$ cat src/rtl/param_counter.sv
// Up/down counter with programmable limit, wrap or saturate, one-cycle terminal pulse and sticky overflow.
// Optional enable prescaler is compiled in when COUNTER_PRESCALER_EN is defined.
module param_counter #(
  parameter int WIDTH      = 16,
  parameter bit SATURATE   = 1'b0,
  parameter int PRESCALE_W = 8
) (
  input  logic                  clk,
  input  logic                  rst,
  input  logic                  en,
  input  logic                  up,
  input  logic                  load,
  input  logic [WIDTH-1:0]      load_val,
  input  logic [WIDTH-1:0]      limit,
  input  logic                  clr_ovf,
`ifdef COUNTER_PRESCALER_EN
  input  logic [PRESCALE_W-1:0] prescale,
`endif
  output logic [WIDTH-1:0]      out,
  output logic                  tc,
  output logic                  ovf
);

  localparam logic [WIDTH-1:0] ZERO = {WIDTH{1'b0}};
  localparam logic [WIDTH-1:0] ONE  = {{(WIDTH-1){1'b0}}, 1'b1};

  if (WIDTH < 2 || WIDTH > 32 || PRESCALE_W < 1) begin : g_bad_cfg
    $error("param_counter: illegal parameter set");
  end

  logic             step_s;
  logic             term_s;
  logic [WIDTH-1:0] next_out_s;

`ifdef COUNTER_PRESCALER_EN
  logic [PRESCALE_W-1:0] psc_r;

  // Step strobe: one enabled cycle in every prescale+1.
  always_comb begin
    step_s = en & (psc_r == prescale);
  end

  // Prescaler count; restarts on reset or load, frozen while en is low.
  always_ff @(posedge clk) begin
    if (rst) begin
      psc_r <= {PRESCALE_W{1'b0}};
    end else if (load) begin
      psc_r <= {PRESCALE_W{1'b0}};
    end else if (en) begin
      if (psc_r == prescale) begin
        psc_r <= {PRESCALE_W{1'b0}};
      end else begin
        psc_r <= psc_r + {{(PRESCALE_W-1){1'b0}}, 1'b1};
      end
    end else begin
      psc_r <= psc_r;
    end
  end
`else
  // Step strobe: every enabled cycle.
  always_comb begin
    step_s = en;
  end
`endif

  // Next count and terminal detection; out >= limit also catches a limit lowered below out.
  always_comb begin
    term_s     = 1'b0;
    next_out_s = out;
    if (up) begin
      if (out >= limit) begin
        term_s = 1'b1;
        if (SATURATE) begin
          next_out_s = limit;
        end else begin
          next_out_s = ZERO;
        end
      end else begin
        next_out_s = out + ONE;
      end
    end else begin
      if (out == ZERO) begin
        term_s = 1'b1;
        if (SATURATE) begin
          next_out_s = ZERO;
        end else begin
          next_out_s = limit;
        end
      end else begin
        next_out_s = out - ONE;
      end
    end
  end

  // Count, terminal pulse and sticky flag; a terminal event beats clr_ovf.
  always_ff @(posedge clk) begin
    if (rst) begin
      out <= ZERO;
      tc  <= 1'b0;
      ovf <= 1'b0;
    end else if (load) begin
      out <= load_val;
      tc  <= 1'b0;
      ovf <= ovf & ~clr_ovf;
    end else if (step_s) begin
      out <= next_out_s;
      tc  <= term_s;
      ovf <= term_s | (ovf & ~clr_ovf);
    end else begin
      out <= out;
      tc  <= 1'b0;
      ovf <= ovf & ~clr_ovf;
    end
  end

endmodule

$ cat config.mk
export PLATFORM = sky130hd
export DESIGN_NAME = param_counter
export DESIGN_NICKNAME = d
export VERILOG_FILES = /design/src/rtl/param_counter.sv
export SDC_FILE = /design/constraint.sdc
export NUM_CORES = 1
export LEC_CHECK = 0
export ABC_CLOCK_PERIOD_IN_PS = 3400
export BUFFER_PORTS_ARGS = -buffer_cell sky130_fd_sc_hd__buf_2
export CELL_PAD_IN_SITES_DETAIL_PLACEMENT = 2
export CELL_PAD_IN_SITES_GLOBAL_PLACEMENT = 2
export CORE_AREA = 2 2 127 67
export DETAILED_ROUTE_END_ITERATION = 8
export DIE_AREA = 0 0 129 69
export PLACE_DENSITY = 0.85
export SYNTH_ARGS = -nofsm -noshare
export SYNTH_HDL_FRONTEND = slang
export SYNTH_SLANG_ARGS = --single-unit
$ cat constraint.sdc
create_clock -name clk -period 3.4 [get_ports clk]
set_input_delay 0.17 -clock clk [delete_from_list [all_inputs] [get_ports clk]]
set_output_delay 0.17 -clock clk [all_outputs]
set_load 0.02 [all_outputs]
==> out/qor.yml <==
cts_inserted_buffers: 3
drt_iter0_drc: 136
hold_class: "in2reg"
relSlewSlack_pct: 57.2
area_growth_pct: 16.5
dieArea_mm2: 0.00890
cts_buffer_depth: 2
p_seq_share_pct: 27.6
required_ps: 3570
synthCells: 305
postCtsSetupRepairBufs: 0
antenna_found_initial: 0
htreeDepth: 1
p_leak_nw: 1.22
first_pass_iters: 4
status: "completed"
hold_violations: 0
ys_types: 52
pin_count: 56
ys_seq_area_share_pct: 15.9
postSynthAreaPerCell_um2: 7.45
die_x_um: 129
routabilityCongestion: 0.866
cts_tree: "yes"
synth_top_cell_by_area: "dfxtp_1"
synth_common_cells: "34 x nor2_1, 26 x a21oi_1, 26 x nand2_1"
power.total_mw: 0.966
clk_latency_ps: 270
fin_crit_sh_pct: 93.3
num_rows: 23
tightest_slew_ps: 637
grt.overflow.total: 0
synthFlopType: "dfxtp_1"
cts_root_buffer: "clkbuf_16"
hpwlAfterDp_mm: 7.00
start_util_pct: 29.1
drive_above_1_share_pct: 22.3
synthTopCellsByArea: "dfxtp_1 16%, ha_1 10%, a21oi_1 5.7%"
drt_wl_total_mm: 9.14
cts.clk_slew.worst_paths_ps: 60
worstPathMaxFanout: 15
io_buffers: 55
grt_pass1_vias: 2562
critPathArrivalTime_ps: 3340
synth_area_mm2: 0.00227
skew_ps: 3.61
cts_resized: 0
slew_viol_final: 0
num_vias: 2487
setup_viol: 0
yosysWarningCount: 0
synth.most_common_cell: "nor2_1"
power_frac_clock_pct: 29.7
fillCellCount: 932
power_density_mw_per_mm2: 365
cap_violations: 0
fmax_ghz: 0.315
peakVddDrop_mv: 0.147
synth_edf_count: 0
synth_seq_cells: 18
grt_pass1_wl_mm: 14.4
routed_via_density: 5.39
fp.coreArea_mm2: 0.00780
die_h_um: 69
rsz0062_at_grt: "false"
async_flop_share_pct: 0
fin_nets: 407
fin_crit_ps: 3170
drc: 0
diodes: 0
clock-sinks: 18
p_sw_mw: 0.399
mappedNetlistNets: 362
swShare_pct: 41.3
combinationalPowerShare_pct: 42.6
yosysTopAreaCellShare_pct: 15.9
grt.total_usage_pct: 20.9
ctsHoldBuffers: 0
setup.worst_path.class: "reg2reg"
wl_per_cell_um: 19.8
worstSetupStartpointType: "flop"
ant_nets: 0
end_kind: "flop"
grt_max_degree: 35
setup_tns_ps: 0
internal_power_mw: 0.567
## critical path: stages (launching register included)
cell and delay, ps:
dfxtp_1 510, inv_1 200, ha_1 310, nand2b_1 140
a2111oi_0 600, nor4_1 170, a2111oi_4 430, buf_4 300
nand2_1 90, a2111oi_2 340
## metrics by stage
| stage | hold slack (ps) | utilization (%) | instances | worst slack (ps) | area, µm² |
|---|---|---|---|---|---|
| floorplan | 362 | - | 305 | 768 | 2270 |
| global placement | 459 | 32.8 | 457 | 586 | 2560 |
| detailed placement | 475 | 32.8 | 457 | 325 | 2560 |
| CTS | 192 | 33.9 | 461 | 274 | 2650 |
| global route | 230 | 33.9 | 461 | 112 | 2650 |
| finish | 191 | 33.9 | 461 | 226 | 2650 |
## final timing paths
| check | startpoint | to | slack, ps | depth (start not counted) |
|---|---|---|---|---|
| worst max-delay path | out[0] | out[9] | 230 | 9 |
| worst min-delay path | clr_ovf | ovf | 190 | 3 |
| worst max register to register | out[0] | out[9] | 230 | 9 |
| worst min register to register | ovf | ovf | 500 | 2 |
## registers in the layout, summed over array words and instances (netlist names)
signal  flops
out        16
ovf         1
tc          1
## logic make-up (layout without fill, tap and decap cells)
family                     Yosys count  after routing  synth area share, %
DFF                                 18             18                 15.9
and+or+nand+nor                    123            123                 28.5
adders and majority gates           19             19                 10.5
xor gates and xnor gates            24             24                 9.26
AOI/OAI and AO/OA                   76             76                 24.2
buffers and inverters               45             89                 11.7
## cell usage in the layout (no fill, tap or decap), types with 2 or more instances in the layout
cell type,n
a31oi_1,3
o22a_1,2
and3_1,2
or3_1,3
a211oi_1,6
ha_1,19
nand3_1,11
o21a_1,2
a21o_1,2
nor2_1,34
nand4_1,5
a21oi_1,26
o21ai_0,8
nor3b_1,4
nor3_1,15
a2111oi_2,2
buf_2,55
a221oi_1,9
xor2_1,12
o31ai_1,4
buf_4,6
inv_1,24
nor4_1,5
nor2b_1,2
nand2_1,26
clkbuf_16,3
dfxtp_1,18
xnor2_1,12
nand2b_1,5
a221o_1,5
## area by class of cell
type                            instances  area (µm²)  area share (%)
Sequential cell                        18         360            13.6
Tap cell                              112         140            5.30
Inverter                               24        90.1            3.41
Multi-Input combinational cell        242        1650            62.2
Timing Repair Buffer                   61         320            12.1
Clock buffer                            4        88.8            3.36
## power by group through the flow
| stage | Sequential (mW) | Clock [mW] | Combinational [mW] |
|---|---|---|---|
| CTS | 0.267 | 0.295 | 0.411 |
| global route | 0.272 | 0.297 | 0.451 |
| finish | 0.267 | 0.287 | 0.412 |
| detailed placement | 0.271 | 0 | 0.404 |
| global placement | 0.268 | 0 | 0.384 |
| floorplan | 0.273 | 0 | 0.276 |
## per-layer routing
| layer | routed length [µm] | global-route usage, % |
|---|---|---|
| met1 | 4650 | 32.5 |
| met2 | 3840 | 30.3 |
| met3 | 599 | 3.57 |
| met4 | 45 | 2.78 |
| met5 | 0 | 0 |
Note: power is estimated with default switching activity, not from simulation.
